===== src/rtl/multiplier_ctrl_if.sv =====
// Handshake and datapath-control bundle between the core, multiplier_ctrl
// and the 4-lane rotating multiplier datapath.
// MULT_CTRL_FUSE_EN adds the reuse_i request qualifier.
interface multiplier_ctrl_if;
    logic       start_i;
    logic [1:0] funct3_i;
`ifdef MULT_CTRL_FUSE_EN
    logic       reuse_i;
`endif
    logic       busy_o;
    logic       done_o;
    logic       reg_A_en_o;
    logic       reg_B_en_o;
    logic       mux_B_sel_o;
    logic       rol_en_o;
    logic       en_pipe_o;
    logic       AC_en_o;
    logic       ac_clr_o;
    logic [1:0] shift_amount_o;
    logic       signed_A_o;
    logic       signed_B_o;
    logic       upper_o;

`ifdef MULT_CTRL_FUSE_EN
    modport master (
        output start_i, funct3_i, reuse_i,
        input  busy_o, done_o, reg_A_en_o, reg_B_en_o, mux_B_sel_o, rol_en_o,
               en_pipe_o, AC_en_o, ac_clr_o, shift_amount_o,
               signed_A_o, signed_B_o, upper_o
    );
    modport slave (
        input  start_i, funct3_i, reuse_i,
        output busy_o, done_o, reg_A_en_o, reg_B_en_o, mux_B_sel_o, rol_en_o,
               en_pipe_o, AC_en_o, ac_clr_o, shift_amount_o,
               signed_A_o, signed_B_o, upper_o
    );
`else
    modport master (
        output start_i, funct3_i,
        input  busy_o, done_o, reg_A_en_o, reg_B_en_o, mux_B_sel_o, rol_en_o,
               en_pipe_o, AC_en_o, ac_clr_o, shift_amount_o,
               signed_A_o, signed_B_o, upper_o
    );
    modport slave (
        input  start_i, funct3_i,
        output busy_o, done_o, reg_A_en_o, reg_B_en_o, mux_B_sel_o, rol_en_o,
               en_pipe_o, AC_en_o, ac_clr_o, shift_amount_o,
               signed_A_o, signed_B_o, upper_o
    );
`endif
endinterface


===== src/rtl/multiplier_ctrl.sv =====
// Control FSM for the 4-lane rotating RV32M multiplier datapath.
// Sequence: IDLE -> PHASE x4 -> DRAIN x PIPE_DEPTH -> DONE -> IDLE.
// Optional feature macro: MULT_CTRL_FUSE_EN (operand-reuse fast path).
module multiplier_ctrl #(
    parameter int PIPE_DEPTH = 2
) (
    input  logic              clk_i,
    input  logic              rst_n_i,
    multiplier_ctrl_if.slave  bus
);

    // r_cyc counts cycles since the accepted start (c1 = first PHASE cycle)
    localparam logic [3:0] LAST_PHASE = 4'd4;
    localparam logic [3:0] LAST_BUSY  = 4'(PIPE_DEPTH + 4);
    localparam logic [3:0] AC_FIRST   = 4'(PIPE_DEPTH);
    localparam logic [3:0] AC_LAST    = 4'(PIPE_DEPTH + 3);

    typedef enum logic [1:0] {
        S_IDLE  = 2'd0,
        S_PHASE = 2'd1,
        S_DRAIN = 2'd2,
        S_DONE  = 2'd3
    } state_t;

    state_t     r_state;
    state_t     w_state_nxt;
    logic [3:0] r_cyc;
    logic [3:0] w_cyc_nxt;

    logic       w_accept;
    logic       w_fuse;
    logic       w_dec_sA;
    logic       w_dec_sB;
    logic       w_dec_up;
    logic       w_fuse_sA;
    logic       w_fuse_sB;
    logic [1:0] w_phase;

    // A request is only taken when no operation is in flight
    assign w_accept = ((r_state == S_IDLE) || (r_state == S_DONE)) && bus.start_i;

    // funct3 is only valid in the start cycle, so decode it combinationally
    assign w_dec_sA = (bus.funct3_i == 2'b01) || (bus.funct3_i == 2'b10);
    assign w_dec_sB = (bus.funct3_i == 2'b01);
    assign w_dec_up = (bus.funct3_i != 2'b00);

    // PHASE cycles c1..c4 map onto rotation phase 0..3
    assign w_phase = r_cyc[1:0] - 2'd1;

`ifdef MULT_CTRL_FUSE_EN
    logic       r_hist_vld;
    logic [1:0] r_last_f3;
    logic       r_last_sA;
    logic       r_last_sB;
    logic [1:0] r_pend_f3;
    logic       r_pend_sA;
    logic       r_pend_sB;

    // Same operands as the last completed op: B register already holds rs2
    assign w_fuse = w_accept && bus.reuse_i && r_hist_vld &&
                    ((bus.funct3_i == 2'b00) || (bus.funct3_i == r_last_f3));
    assign w_fuse_sA = r_last_sA;
    assign w_fuse_sB = r_last_sB;

    // Track the decode of the op in flight and commit it on completion
    always_ff @(posedge clk_i or negedge rst_n_i) begin
        if (!rst_n_i) begin
            r_hist_vld <= 1'b0;
            r_last_f3  <= 2'b00;
            r_last_sA  <= 1'b0;
            r_last_sB  <= 1'b0;
            r_pend_f3  <= 2'b00;
            r_pend_sA  <= 1'b0;
            r_pend_sB  <= 1'b0;
        end else begin
            if (w_accept && !w_fuse) begin
                r_pend_f3 <= bus.funct3_i;
                r_pend_sA <= w_dec_sA;
                r_pend_sB <= w_dec_sB;
            end
            if ((r_state == S_DRAIN) && (r_cyc == LAST_BUSY)) begin
                r_hist_vld <= 1'b1;
                r_last_f3  <= r_pend_f3;
                r_last_sA  <= r_pend_sA;
                r_last_sB  <= r_pend_sB;
            end
        end
    end
`else
    assign w_fuse    = 1'b0;
    assign w_fuse_sA = 1'b0;
    assign w_fuse_sB = 1'b0;
`endif

    // State and cycle-counter register
    always_ff @(posedge clk_i or negedge rst_n_i) begin
        if (!rst_n_i) begin
            r_state <= S_IDLE;
            r_cyc   <= 4'd0;
        end else begin
            r_state <= w_state_nxt;
            r_cyc   <= w_cyc_nxt;
        end
    end

    // Next-state: DONE behaves like IDLE for new requests
    always_comb begin
        w_state_nxt = r_state;
        w_cyc_nxt   = r_cyc;
        case (r_state)
            S_IDLE, S_DONE: begin
                if (w_accept && w_fuse) begin
                    w_state_nxt = S_DONE;
                    w_cyc_nxt   = 4'd0;
                end else if (w_accept) begin
                    w_state_nxt = S_PHASE;
                    w_cyc_nxt   = 4'd1;
                end else begin
                    w_state_nxt = S_IDLE;
                    w_cyc_nxt   = 4'd0;
                end
            end
            S_PHASE: begin
                w_cyc_nxt = r_cyc + 4'd1;
                if (r_cyc == LAST_PHASE) begin
                    w_state_nxt = S_DRAIN;
                end
            end
            S_DRAIN: begin
                w_cyc_nxt = r_cyc + 4'd1;
                if (r_cyc == LAST_BUSY) begin
                    w_state_nxt = S_DONE;
                    w_cyc_nxt   = 4'd0;
                end
            end
            default: begin
                w_state_nxt = S_IDLE;
                w_cyc_nxt   = 4'd0;
            end
        endcase
    end

    // Outputs: start-cycle controls come straight from start_i; all forced low in reset
    always_comb begin
        bus.busy_o         = 1'b0;
        bus.done_o         = 1'b0;
        bus.reg_A_en_o     = 1'b0;
        bus.reg_B_en_o     = 1'b0;
        bus.mux_B_sel_o    = 1'b0;
        bus.rol_en_o       = 1'b0;
        bus.en_pipe_o      = 1'b0;
        bus.AC_en_o        = 1'b0;
        bus.ac_clr_o       = 1'b0;
        bus.shift_amount_o = 2'b00;
        bus.signed_A_o     = 1'b0;
        bus.signed_B_o     = 1'b0;
        bus.upper_o        = 1'b0;
        if (rst_n_i) begin
            case (r_state)
                S_IDLE, S_DONE: begin
                    bus.done_o = (r_state == S_DONE);
                    if (w_accept) begin
                        bus.reg_A_en_o = 1'b1;
                        bus.upper_o    = w_dec_up;
                        if (w_fuse) begin
                            bus.signed_A_o = w_fuse_sA;
                            bus.signed_B_o = w_fuse_sB;
                        end else begin
                            bus.reg_B_en_o = 1'b1;
                            bus.ac_clr_o   = 1'b1;
                            bus.signed_A_o = w_dec_sA;
                            bus.signed_B_o = w_dec_sB;
                        end
                    end
                end
                S_PHASE: begin
                    bus.busy_o         = 1'b1;
                    bus.en_pipe_o      = 1'b1;
                    bus.reg_B_en_o     = 1'b1;
                    bus.mux_B_sel_o    = 1'b1;
                    bus.rol_en_o       = 1'b1;
                    bus.shift_amount_o = {w_phase[1], w_phase[1] ^ w_phase[0]};
                end
                S_DRAIN: begin
                    bus.busy_o    = 1'b1;
                    bus.en_pipe_o = 1'b1;
                end
                default: begin
                    bus.busy_o = 1'b0;
                end
            endcase
            bus.AC_en_o = bus.busy_o && (r_cyc >= AC_FIRST) && (r_cyc <= AC_LAST);
        end
    end

endmodule

===== src/flat_wrapper.sv =====
// flat-port wrapper written by rule: the top's interface ports become plain ports
module multiplier_ctrl_flat 
#(
    parameter int PIPE_DEPTH = 2
)
  (clk_i, rst_n_i, bus_start_i, bus_funct3_i, bus_busy_o, bus_done_o, bus_reg_A_en_o, bus_reg_B_en_o, bus_mux_B_sel_o, bus_rol_en_o, bus_en_pipe_o, bus_AC_en_o, bus_ac_clr_o, bus_shift_amount_o, bus_signed_A_o, bus_signed_B_o, bus_upper_o);
  multiplier_ctrl_if bus_i ();
  input  logic clk_i;
  input  logic rst_n_i;
  input wire logic [$bits(bus_i.start_i)-1:0] bus_start_i;
  input wire logic [$bits(bus_i.funct3_i)-1:0] bus_funct3_i;
  output wire logic [$bits(bus_i.busy_o)-1:0] bus_busy_o;
  output wire logic [$bits(bus_i.done_o)-1:0] bus_done_o;
  output wire logic [$bits(bus_i.reg_A_en_o)-1:0] bus_reg_A_en_o;
  output wire logic [$bits(bus_i.reg_B_en_o)-1:0] bus_reg_B_en_o;
  output wire logic [$bits(bus_i.mux_B_sel_o)-1:0] bus_mux_B_sel_o;
  output wire logic [$bits(bus_i.rol_en_o)-1:0] bus_rol_en_o;
  output wire logic [$bits(bus_i.en_pipe_o)-1:0] bus_en_pipe_o;
  output wire logic [$bits(bus_i.AC_en_o)-1:0] bus_AC_en_o;
  output wire logic [$bits(bus_i.ac_clr_o)-1:0] bus_ac_clr_o;
  output wire logic [$bits(bus_i.shift_amount_o)-1:0] bus_shift_amount_o;
  output wire logic [$bits(bus_i.signed_A_o)-1:0] bus_signed_A_o;
  output wire logic [$bits(bus_i.signed_B_o)-1:0] bus_signed_B_o;
  output wire logic [$bits(bus_i.upper_o)-1:0] bus_upper_o;
  assign bus_i.start_i = bus_start_i;
  assign bus_i.funct3_i = bus_funct3_i;
  assign bus_busy_o = bus_i.busy_o;
  assign bus_done_o = bus_i.done_o;
  assign bus_reg_A_en_o = bus_i.reg_A_en_o;
  assign bus_reg_B_en_o = bus_i.reg_B_en_o;
  assign bus_mux_B_sel_o = bus_i.mux_B_sel_o;
  assign bus_rol_en_o = bus_i.rol_en_o;
  assign bus_en_pipe_o = bus_i.en_pipe_o;
  assign bus_AC_en_o = bus_i.AC_en_o;
  assign bus_ac_clr_o = bus_i.ac_clr_o;
  assign bus_shift_amount_o = bus_i.shift_amount_o;
  assign bus_signed_A_o = bus_i.signed_A_o;
  assign bus_signed_B_o = bus_i.signed_B_o;
  assign bus_upper_o = bus_i.upper_o;
  multiplier_ctrl #(.PIPE_DEPTH(PIPE_DEPTH)) u_core (.clk_i(clk_i), .rst_n_i(rst_n_i), .bus(bus_i));
endmodule

===== config.mk =====
export PLATFORM = sky130hd
export DESIGN_NAME = multiplier_ctrl_flat
export DESIGN_NICKNAME = d
export VERILOG_FILES = /design/src/rtl/multiplier_ctrl_if.sv /design/src/rtl/multiplier_ctrl.sv /design/src/flat_wrapper.sv
export SDC_FILE = /design/constraint.sdc
export NUM_CORES = 1
export LEC_CHECK = 0
export ABC_AREA = 1
export BUFFER_PORTS_ARGS = -buffer_cell sky130_fd_sc_hd__buf_2
export CORE_AREA = 2 2 39 41
export CTS_CLUSTER_SIZE = 24
export DETAILED_ROUTE_END_ITERATION = 6
export DIE_AREA = 0 0 41 43
export PLACE_DENSITY = 0.69
export SETUP_SLACK_MARGIN = 0.3
export SLEW_MARGIN = 15
export SYNTH_ARGS = -nofsm -noshare
export SYNTH_HDL_FRONTEND = slang
export SYNTH_SLANG_ARGS = --single-unit

===== constraint.sdc =====
create_clock -name clk_i -period 3.1 [get_ports clk_i]
set_input_delay 0.31 -clock clk_i [delete_from_list [all_inputs] [get_ports clk_i]]
set_output_delay 0.31 -clock clk_i [all_outputs]
set_load 0.02 [all_outputs]

; After elaboration in Yosys (flattened, before gate mapping)
; Index checks and enable logic that the tools add are counted.
[totals]
latchBits = 0
out_inout_bits = 14
register_bits = 6
elab_cells = 58
n_memories = 0
in_bits = 5
mem_bits_rw = 0
rom_bits = 0
[classes]
reduce_logical = 10
addsub = 2
order_cmp = 2
shift = 0
muxes = 32
eq_ne = 9
div_mod_pow = 0
bitwise_logic = 1
n_mul = 0
[ops]
columns = op, n
row1 = 1-bit two-way mux, 24
row2 = 4-bit one-hot mux with 3 select lines, 1
row3 = "4-bit by 3-bit == test with 1-bit output, second input constant", 2
row4 = 2-bit two-way mux, 4
row5 = "2-bit == test, second input constant", 3
row6 = 2-bit one-hot mux with 3 select lines, 1
row7 = "4-bit by 1-bit adder with 4-bit output, second input constant", 1
row8 = "2-bit by 1-bit == test with 1-bit output, second input constant", 2
row9 = "4-bit by 2-bit >= comparator with 1-bit output, second input constant", 1
row10 = "4-bit by 3-bit <= comparator with 1-bit output, second input constant", 1
row11 = 4-bit two-way mux, 1
row12 = "2-bit by 1-bit != test with 1-bit output, second input constant", 2
row13 = 2-bit OR reduction, 2
row14 = 1-bit logical AND, 3
row15 = 2-bit zero test, 1
row16 = 1-bit logical OR, 2
row17 = 1-bit one-hot mux with 2 select lines, 1
row18 = 2-bit AND reduction, 1
row19 = 2-bit nonzero test, 1
row20 = "2-bit by 1-bit subtractor with 2-bit output, second input constant", 1
row21 = 1-bit bitwise XOR, 1

; Depth between registers and ports, before layout
[depth]
word_depth = 7
depth_mapped = 7
ltp_nobuf = 7

; Worst setup path before layout
; Ideal clock, no wire load.
[synth_path]
kind = reg2out
startpoint = register u_core.r_state[0]
endpoint = output port bus_AC_en_o
setup_slack_ps = 1353
path_buffers = 0
required_ps = 2790
t_arrival_ps = 1437
path_stages_with_launch = 6
cell_sequence = dfrtp_1 -> inv_1 -> ha_1 -> nor2_4 -> nand2_1 -> nor3_2
[synth_between]
elab_chain_len = 7
word_cells_on_any_way = 8
cone_classes = eq/ne (2) / mux (3) / reduce/logical (3)
[synth_rtl]
columns = element, line_no
row1 = start: declaration, multiplier_ctrl.sv:25  ; state_t r_state;
row2 = start signal: assignment, multiplier_ctrl.sv:101  ; r_state <= w_state_nxt;
row3 = 2-bit by 1-bit == test with 1-bit output or 2-bit == test (tied branches), multiplier_ctrl.sv:159  ; case (r_state)
row4 = 2-bit OR reduction (no source line) (*), n/a
row5 = 1-bit two-way mux (*), multiplier_ctrl.sv:159
row6 = 1-bit two-way mux (*), multiplier_ctrl.sv:158  ; if (rst_n_i) begin
row7 = 1-bit logical AND (*) (2 in series), multiplier_ctrl.sv:192  ; bus.AC_en_o = bus.busy_o && (r_cyc >= AC_FIRST) && (r_cyc <= AC_LAST);
row8 = 1-bit two-way mux (*), multiplier_ctrl.sv:158
row9 = end: declaration, flat_wrapper.sv:19  ; output wire logic [$bits(bus_i.AC_en_o)-1:0] bus_AC_en_o;
; Mark *: on every way between the ends. The rest lies on a longest branch, timed or not. The select of a mux whose other input is x is not followed.

; Final worst setup path
[layout_path]
startpoint = input port rst_n_i
endpoint = output port bus_AC_en_o
[layout_between]
elab_chain_len = 1
[layout_rtl]
columns = element, line_no
row1 = start: declaration, flat_wrapper.sv:9  ; input logic rst_n_i;
row2 = 1-bit two-way mux, multiplier_ctrl.sv:158
; No other way between the ends.

==> run metrics <==
worst-skew pair later-pin latency=250 ps; Top FF cell, synth=dfrtp_1; R2R depth=7; Hold Path Class=input pin to register; Total GRT Usage=0.154; wire per inst=10.4 microns; final hold violations=0; Synth Net Count=90; Yosys warning count=0; Final period util=0.635; met3 GRT Util=0.0366; postcts setup bufs=0; H-tree depth=1; post-route cell area=686 sq um; final setup fails=0; reg2reg start=u_core.r_state[0]$_DFFE_PN0P_; FF-to-FF setup slack=1770 ps; total CTS buffers=3; Synth Instances=75; Yosys cell types=18; CTS sink cnt=6; hold_ws=about 330 ps; Post-Route WL=approximately 1100 microns; Worst Skew=5.24 ps; TNS Setup=0 ps; crit-path max FO=10; cell area after synthesis=566 sq um; Reg2Reg Capture Point=u_core.r_state[0]$_DFFE_PN0P_; leakage=0.420 nW; Via density=approximately 4.6; grt met1 use=0.170; first-pass GRT wire length=approximately 1800 microns; Synth top area share=0.265; total core area=0.00138 sq mm; max cap viols=0; Req. time, crit path=2790 ps; Pwr Density=901 mW/mm^2; Placer Congestion=approximately 0.76; drt drc=0; critical path endpoint category=output port; #FFs+latches synth=6; die width=41 microns; Hold Path Sink=u_core.r_cyc[0]$_DFF_PN0_; largest net degree at the start of global routing=11; peak supply drop=between 0.3 and 0.4 mV; port buffer count=18; Post-DP Area=653 sq um; WP data arrival=1660 ps; CP Launch Type=input pin; Max Root-Sink Buffers=2; share of cells above drive strength 1=0.319; synthesis-to-layout area growth=21.2%; post-layout util=0.495; clk slew on worst S/H paths=50 ps; Synth area leaders=dfrtp_1 27%, ha_1 22%, inv_1 9.3%, nand2_1 9.3%, nor2_1 5.3%; Initial Utilization=0.409; post-synthesis sequential area ratio=0.265; # diodes=0; final max-slew violation count=0; Hold Crit Depth=3; Final min period=1970 ps; Top-Level Pins=19; RSZ-0062 raised after global routing=false; dpl hpwl=907 microns; grt ovf=0; fraction of registers with async set/reset=1.00; GRT met2 Usage=0.247; # rows=14; Fmax=about 500 MHz; GR peak layer=met2; Setup CP Type=input pin to output port; die footprint=0.00176 sq mm; Die H=roughly 43 microns; commonest non-fill, non-tap cell in the layout=buf_2; Vias=508; Root Driver=clkbuf_4; # nets final=111; outcome=complete, no violations; vias in the first global route=457; 1st-pass router iterations=4; Avg Cell Area, Syn=7.54 sq um; cell taking the most area after synthesis=dfrtp_1; hold_sp=bus_start_i; Worst slew margin=0.837; antenna violations before repair=0; EDFF count, synth=0; Routed Antenna Nets=0; Least-Margin Pin Slew=245 ps; 1st-iter DRT viols=9; most frequent cells in the layout=18 x buf_2, 14 x inv_1, 14 x nand2_1, 10 x ha_1, 8 x nor2_1; CTS tree=built
[per-stage QoR]
step / total power, mW / worst slack, ps / cells
after detailed placement: 0.547 / 1400 / 106
after floorplan: 0.461 / 1350 / 75
after CTS: 0.626 / 1110 / 110
after global routing: 0.680 / 1010 / 110
final: 0.618 / 1130 / 110
after global placement: 0.535 / 1450 / 106
[sequential cells by signal (all words and copies together), names as in the netlist]
register / count
u_core.r_cyc: 4
u_core.r_state: 2
[where the power goes]
part / total [mW] / internal (mW) / switching, mW / leakage [nW]
Clock: 0.0723 / 0.0438 / 0.0285 / 0.0138
Sequential: 0.137 / 0.106 / 0.0310 / 0.0788
Combinational: 0.409 / 0.140 / 0.269 / 0.327
[cells by family after synthesis]
family | count (synthesis) | synth area share
XOR/XNOR | 2 | 0.0310
AO/OA/AOI/OAI | 3 | 0.0265
buffers and inverters | 19 | 0.146
AND/OR/NAND/NOR | 35 | 0.310
flip-flops | 6 | 0.265
adder cells (fa/ha/maj) | 10 | 0.221
[layout make-up]
cell class / count / area [sq um]
multi-input cells: 50 / 333
repair buffers: 19 / 100
well taps: 16 / 20.0
fillers: 139 / 698
inverters: 16 / 60.1
clock buffers: 3 / 22.5
flip-flops and latches: 6 / 150
[routing by layer]
layer / wire, microns / part of all wire
met5: 0 / 0
met4: 26 / 0.023
met3: 70 / 0.061
met1: 467 / 0.41
met2: 583 / 0.51
[synth_stat cells (2+ instances only)]
cell      n
a21oi_1   2
buf_4     3
dfrtp_1   6
ha_1     10
inv_1    14
inv_2     2
nand2_1  14
nand2_2   3
nand3_1   5
nor2_1    8
[worst max-delay path by stage]
stage	startpoint	to	slack, ps	depth (start not counted)
global route	rst_n_i	bus_AC_en_o	1010	7
global placement	u_core.r_state[0]$_DFFE_PN0P_	bus_AC_en_o	1450	6
CTS	rst_n_i	bus_AC_en_o	1110	7
floorplan	u_core.r_state[0]$_DFFE_PN0P_	bus_AC_en_o	1350	5
finish	rst_n_i	bus_AC_en_o	1130	7
detailed placement	u_core.r_state[0]$_DFFE_PN0P_	bus_AC_en_o	1400	6
[worst max-delay path: stages]
cell and delay (ps):
dlygate4sd3_1 520, buf_2 230, inv_1 110, nor2_4 100, nand2_1 60, nor3_2 150
buf_2 170
[repair_timing]
item                                    4_1_cts  5_1_grt
resized for setup                             0        0
endpoints found under the hold margin         6        0
hold buffers                                  1        0
endpoints found under the setup margin        0        0
Power figures use the tool's default switching activity.
